File: src/rtl/alu_result_stage.sv
// rtl/alu_result_stage.sv - buffered ALU result stage with sticky flags
// Optional delivered-result counter enabled by macro ALU_RESULT_STATS_EN.
module alu_result_stage #(
    parameter int DEPTH = 2,
    parameter int CNT_W = 16
) (
    input  logic             clk,
    input  logic             rst,
    input  logic             in_valid,
    output logic             in_ready,
    input  logic [31:0]      s,
    input  logic             eq,
    input  logic             cary,
    input  logic             of,
    input  logic [2:0]       op,
    output logic             out_valid,
    input  logic             out_ready,
    output logic [31:0]      out_s,
    output logic             out_eq,
    output logic             out_cary,
    output logic             out_of,
    output logic [2:0]       out_op,
    output logic             sticky_of,
    output logic             sticky_cary,
    input  logic             sticky_clr,
    output logic [CNT_W-1:0] pop_count
);

    localparam int AW = (DEPTH > 1) ? $clog2(DEPTH) : 1;
    localparam logic [AW:0] FULL = (AW+1)'(DEPTH);

    // Entry layout: {s[37:6], eq[5], cary[4], of[3], op[2:0]}
    logic [37:0]   r_mem [DEPTH];
    logic [AW-1:0] r_wr_ptr;
    logic [AW-1:0] r_rd_ptr;
    logic [AW:0]   r_count;
    logic          r_sticky_of;
    logic          r_sticky_cary;

    logic          w_push;
    logic          w_pop;
    logic          w_arith;
    logic [37:0]   w_entry;
    logic [37:0]   w_head;

    assign in_ready  = (r_count != FULL);
    assign out_valid = (r_count != '0);
    assign w_push    = in_valid && in_ready;
    assign w_pop     = out_valid && out_ready;

    // Logic-op slices leave carry/overflow undefined, so they are forced low.
    assign w_arith = (op == 3'b000) || (op == 3'b001);
    assign w_entry = {s, eq, cary & w_arith, of & w_arith, op};
    assign w_head  = r_mem[r_rd_ptr];

    always_ff @(posedge clk or posedge rst) begin
        if (rst) begin
            r_wr_ptr <= '0;
            r_rd_ptr <= '0;
            r_count  <= '0;
        end else begin
            if (w_push) begin
                r_wr_ptr <= r_wr_ptr + AW'(1);
            end
            if (w_pop) begin
                r_rd_ptr <= r_rd_ptr + AW'(1);
            end
            if (w_push && !w_pop) begin
                r_count <= r_count + (AW+1)'(1);
            end else if (!w_push && w_pop) begin
                r_count <= r_count - (AW+1)'(1);
            end
        end
    end

    always_ff @(posedge clk) begin
        if (w_push) begin
            r_mem[r_wr_ptr] <= w_entry;
        end
    end

    // A setting pop takes priority over a clear in the same cycle.
    always_ff @(posedge clk or posedge rst) begin
        if (rst) begin
            r_sticky_of   <= 1'b0;
            r_sticky_cary <= 1'b0;
        end else begin
            if (w_pop && w_head[3]) begin
                r_sticky_of <= 1'b1;
            end else if (sticky_clr) begin
                r_sticky_of <= 1'b0;
            end
            if (w_pop && w_head[4]) begin
                r_sticky_cary <= 1'b1;
            end else if (sticky_clr) begin
                r_sticky_cary <= 1'b0;
            end
        end
    end

    assign sticky_of   = r_sticky_of;
    assign sticky_cary = r_sticky_cary;

    assign out_s    = out_valid ? w_head[37:6] : 32'd0;
    assign out_eq   = out_valid ? w_head[5]    : 1'b0;
    assign out_cary = out_valid ? w_head[4]    : 1'b0;
    assign out_of   = out_valid ? w_head[3]    : 1'b0;
    assign out_op   = out_valid ? w_head[2:0]  : 3'd0;

`ifdef ALU_RESULT_STATS_EN
    logic [CNT_W-1:0] r_pop_count;

    always_ff @(posedge clk or posedge rst) begin
        if (rst) begin
            r_pop_count <= '0;
        end else if (w_pop && (r_pop_count != '1)) begin
            r_pop_count <= r_pop_count + CNT_W'(1);
        end
    end

    assign pop_count = r_pop_count;
`else
    assign pop_count = '0;
`endif

endmodule

File: config.mk
export PLATFORM = sky130hd
export DESIGN_NAME = alu_result_stage
export DESIGN_NICKNAME = d
export VERILOG_FILES = /design/src/rtl/alu_result_stage.sv
export SDC_FILE = /design/constraint.sdc
export NUM_CORES = 1
export LEC_CHECK = 0
export ABC_AREA = 1
export CORE_MARGIN = 2
export CORE_UTILIZATION = 40
export DETAILED_ROUTE_END_ITERATION = 10
export PLACE_DENSITY_LB_ADDON = 0.25
export SETUP_SLACK_MARGIN = 0.02
export SLEW_MARGIN = 0
export SYNTH_ARGS = -nofsm -noshare
export SYNTH_HDL_FRONTEND = slang
export SYNTH_SLANG_ARGS = --single-unit
File: constraint.sdc
create_clock -name clk -period 7.5 [get_ports clk]
set_clock_uncertainty 0.15 [all_clocks]
set_input_delay 1.5 -clock clk [delete_from_list [all_inputs] [get_ports clk]]
set_output_delay 1.5 -clock clk [all_outputs]
set_load 0.005 [all_outputs]
Yosys cells after proc, flatten, opt, wreduce, memory -nomap -nowiden
Memories as Yosys holds them, arrays and structs flattened.
Index checks and enable logic that the tools add are counted.

cells by class
  multiply operators = 0
  $add $sub $neg = 4
  muxes and demuxes = 12
  div/mod/pow operators = 0
  $lt $le $gt $ge = 0
  reductions and logical operators = 14
  shift-type cells = 0
  bitwise gates (word level) = 2
  equality and inequality tests = 2

operator list
  kind                 number
  $mux 32              1
  $mux 1               8
  $reduce_bool 2->1    4
  $logic_and 1x1->1    6
  $mux 2               2
  $eq 3x1->1 const B   1
  $logic_not 3->1      1
  $mux 3               1
  $add 1x1->1 const B  2
  $add 2x1->2 const B  1
  $and 1x1->1          2
  $logic_not 1->1      2
  $ne 2x2->1 const B   1
  $sub 2x1->2 const B  1
  $logic_or 1x1->1     1

word-level totals
  output and inout port bits = 58
  bits in writable memories = 76
  logic and storage cells = 40
  input port bits = 43
  latch bits = 0
  bits in read-only memories = 0
  memories kept = 1
  bits in registers = 6

memory list
  name   depth  bits a word  read ports  clocked after Yosys merged registers in  write ports  line  source
  r_mem  2      38           1           0                                        1            33    logic [37:0] r_mem [DEPTH];

Depth between registers and ports, before layout
  word-level depth = 6
  mapped depth = 10
  gate-level depth less buffers = 10

Least setup slack after synthesis
OpenSTA, ideal clock, no wires.

  path kind = input -> register
  from = input in_valid
  to = memory r_mem[0][0] (enable)
  stages = 2
  data required time = 6.917 ns
  arrival time = 3.211 ns
  buffers on the path = 0
  path slack = 3.706 ns
  library setup time = 0.433 ns
  path through = nand2_1 -> nor2_1

between the ends
  cells in the longest elaborated chain, start to end = 3

ends and longest elaborated chain
  element                       line  source
  from (decl)                   9     input logic in_valid,
  $logic_and 1x1->1             48    assign w_push = in_valid && in_ready;
  $mux 1                        77    if (w_push) begin
  $mux 1 (not written as such)  78    r_mem[r_wr_ptr] <= w_entry;
  to (decl)                     33

Every way passes these cells.

Final worst setup path
  from = register r_count[1]
  to = output out_s[26]

between the ends
  cells in the longest elaborated chain, start to end = 2

ends and longest elaborated chain
  element                 line  source
  from (decl)             36    logic [AW:0] r_count;
  from (signal assigned)  69    r_count <= r_count + (AW+1)'(1);
  from (signal assigned)  71    r_count <= r_count - (AW+1)'(1);
  $reduce_bool 2->1       47    assign out_valid = (r_count != '0);
  $mux 32                 104   assign out_s = out_valid ? w_head[37:6] : 32'd0;
  to (decl)               18    output logic [31:0] out_s,

Every way passes these cells.

==> run summary <==
The flow ran to the end, and the final reports show no timing, DRC or antenna violations. Beginning of the critical path: r_count[1]$_DFFE_PP0P_. Measured in cells, the most critical reg-to-reg path has a length of 8. Average wire per cell in the routed design: 14.1 um.

The critical path is of the register to primary output type. The run gives 2114 as the total via count in the routed design. The run gives 169 uV as the worst ir drop on vdd.

The largest single stage delay on the critical path is 890 ps. Clock-pin slew was measured on the worst setup and hold paths at 80 ps. The logs give 0 for the number of hold buffers added after CTS and 0.00333 sq mm for the cell area after synthesis.

After detailed routing, the number of remaining DRC violations is 0. The tools report the total core area as 0.00813 sq mm. The ratio of total power to cell area was 383 mW/mm^2; the number of sinks handled by clock tree synthesis was 82. The worst hold path passes through 2 cells.

The number of clock buffers added by TritonCTS is 9. The logs give 0.00908 sq mm for the overall die area and 3860 ps for the post-place setup slack. The width of the die is 95.3 um. The max-slew headroom at the worst pin is 0.252. Derived from the worst setup path, the maximum achievable clock frequency is 254 MHz. 101 I/O pins were placed.

The tools report the capture endpoint of the worst hold path as sticky_of$_DFFE_PP0P_. The total negative setup slack was 0 ps. The tool flagged a number of max-cap violations equal to 0. Once routing completed, OpenROAD measured the worst setup slack at 3560 ps. Across all register-to-register paths, the minimum setup slack is 4990 ps. The tools report the pin count of the biggest net entering global routing as 41. TritonCTS built the clock tree. The part of the Yosys area used for sequential elements is 0.730. After legalization and detailed placement, the total HPWL measured 3870 um.

The tree is rooted in a sky130_fd_sc_hd__clkbuf_8. Startpoint of the worst register-to-register path: r_count[1]$_DFFE_PP0P_. The endpoint identified for the worst register-to-register timing path is r_count[1]$_DFFE_PP0P_. The clock tree synthesis step divided the H-tree into 3 levels.

Ranked by total cell area, the synthesized netlist is headed by sky130_fd_sc_hd__edfxtp_1, sky130_fd_sc_hd__nand2_1, sky130_fd_sc_hd__dfrtp_1. Counting every instance in the synthesized netlist gives 264. The starting density of the core is 0.410, and the required time of the critical path is 5850 ps. The global placement routability congestion is 0.677. Dividing the synthesized area by the synthesized cell count gives 12.6 sq um.

The master of the slowest instance on the critical path was sky130_fd_sc_hd__nor2_4. Yosys mapped the design onto 20 distinct sky130hd cell types. By count the netlist is led by sky130_fd_sc_hd__nand2_1, sky130_fd_sc_hd__edfxtp_1, sky130_fd_sc_hd__a21oi_1, sky130_fd_sc_hd__buf_4, sky130_fd_sc_hd__inv_1.

The worst hold path belongs to the class register to register. Relative to the synthesized area, the layout overhead comes to 31.8%. In this run the static leakage power is 1.61 nW. The number of antenna diodes in the final layout is 0. The most used flip-flop cell after synthesis is sky130_fd_sc_hd__edfxtp_1.

At the later pin of the worst-skew pair, clock insertion delay measures 340 ps. The maximum number of buffers from clock root to sink was 2; the count of input and output buffers was 84. The area share of the largest cell type after synthesis was 0.685. Once the clock tree was built, the setup fixing pass inserted 0 buffers. The initial antenna violation count is 0, and the total count of hold-check failures in the final report is 0.

STA classifies the critical path endpoint as a primary output. The setup violation total in the final timing report was 0; the number of global-route vias before repair was 2094. The final cycle utilization of the critical path is 0.526. The cell family contributing the most delay on the critical path is simple AND/OR/NAND/NOR gates. Number of enable-type register cells in the synthesized netlist: 76. The final layout contains routed wiring with a total length of 6460 um. Setup repair after global routing left no endpoint under its margin. The biggest area contributor in the post-synthesis netlist is sky130_fd_sc_hd__edfxtp_1.

The startpoint identified for the worst hold timing path is sticky_of$_DFFE_PP0P_. The number of DRC markers in iteration 0 was 60; the residual overflow from global routing was 0. The worst path buffer plus inverter count was 1.

Dividing the detail-routed via count by the number of cells gives 4.63. The total global routing track utilization is 0.147, and the number of warnings reported in the yosys synthesis log is 0. The critical path goes through nor2_4 -> a21oi_1 -> clkdlybuf4s50_1.

The post-place instance area came out at 0.00418 sq mm. The count of antenna-violating nets left after detailed routing was 0. For the overall power, the log shows 1.68 mW. At the worst endpoint, the arrival time is 2290 ps. The synthesis-stage register bit count was 82. Count of instances resized after the clock tree is built: 0. The tools report the number of nets in the finished design as 391. The top fanout value on the critical path was 40.

The worst setup path is launched from a register. The first global-routing pass estimated 9840 um of wire. The final design area excluding fillers is 0.00439 sq mm. The first detailed-routing pass ran for 5 iterations. Slew of the pin with the lowest slew margin: 1120 ps. The share of async-settable or async-resettable flops after synthesis works out to 0.0732. The most repeated cell in the gate-level netlist after synthesis is sky130_fd_sc_hd__nand2_1. The routed design could run at a clock period as short as 3940 ps.

The total number of placement rows is 33. The proportion of layout cells with a drive suffix above 1 is 0.0767, and the number of pins with negative max-slew slack in the final report is 0. From bottom edge to top edge, the die measures 95.3 um.
==> placed cells by master (no fill, tap or decap), types with 3 or more instances in the layout <==
master and n:
sky130_fd_sc_hd__clkbuf_8 9, sky130_fd_sc_hd__clkdlybuf4s50_1 84, sky130_fd_sc_hd__a21oi_2 9, sky130_fd_sc_hd__a21oi_1 29, sky130_fd_sc_hd__nor2_4 3, sky130_fd_sc_hd__inv_1 12
sky130_fd_sc_hd__dfrtp_1 6, sky130_fd_sc_hd__edfxtp_1 76, sky130_fd_sc_hd__nand2_1 89, sky130_fd_sc_hd__conb_1 16
==> state kept, by name (all words and copies together) (netlist names) <==
register and flops:
sticky_cary 1, r_count 2, r_rd_ptr 1, r_wr_ptr 1, sticky_of 1, r_mem 76
==> worst register-to-register path, stage by stage (launching register included) <==
cell,delay [ps]
sky130_fd_sc_hd__dfrtp_1,430
sky130_fd_sc_hd__nor2_4,890
sky130_fd_sc_hd__nor2_1,260
sky130_fd_sc_hd__inv_1,150
sky130_fd_sc_hd__ha_1,260
sky130_fd_sc_hd__inv_1,80
sky130_fd_sc_hd__nand3_1,80
sky130_fd_sc_hd__nand2_1,60
sky130_fd_sc_hd__nand2_1,50
==> per-stage QoR <==
step,cells,utilization,hold WS (ps)
detailed placement,441,0.514,359
floorplan,279,-,345
CTS,457,0.540,373
global route,457,0.540,406
global placement,441,0.514,356
finish,457,0.540,372
==> layout make-up <==
cell class | instances | area (sq um)
Fill cell | 727 | 3740
Sequential cell | 82 | 2430
Timing Repair Buffer | 85 | 848
Multi-Input combinational cell | 156 | 722
Clock buffer | 11 | 131
Tap cell | 105 | 131
Clock inverter | 5 | 78.8
Inverter | 13 | 48.8
==> worst max-delay path by stage <==
stage	end	slack, ps	depth (start not counted)
final	out_s[26]	3560	3
after global routing	out_s[29]	3360	3
after CTS	out_s[24]	3480	3
after detailed placement	out_s[24]	3860	3
after global placement	out_s[26]	3860	3
after floorplan	r_mem[0][0]$_DFFE_PP_	3710	2
==> metal layers <==
layer	share of wire	track usage	vias up
met3	0.060	0.0292	6
li1	-	-	1030
met4	0.0097	0.0652	0
met2	0.52	0.265	75
met5	0	0	-
met1	0.41	0.169	1003
==> cell families after synthesis <==
logic type	count (synthesis)	share of synthesized area
compound gates	40	0.0702
xor+xnor	2	0.00526
fa+ha+maj	1	0.00375
buf+inv	41	0.0766
flops	82	0.730
other cells	1	0.00113
simple gates	97	0.113
==> power by group <==
part | total [mW] | switching (mW) | internal [mW]
combinational | 0.686 | 0.351 | 0.335
sequential | 0.665 | 0.0352 | 0.630
clock | 0.332 | 0.145 | 0.187
No activity file was read; power rests on OpenSTA's default activity.
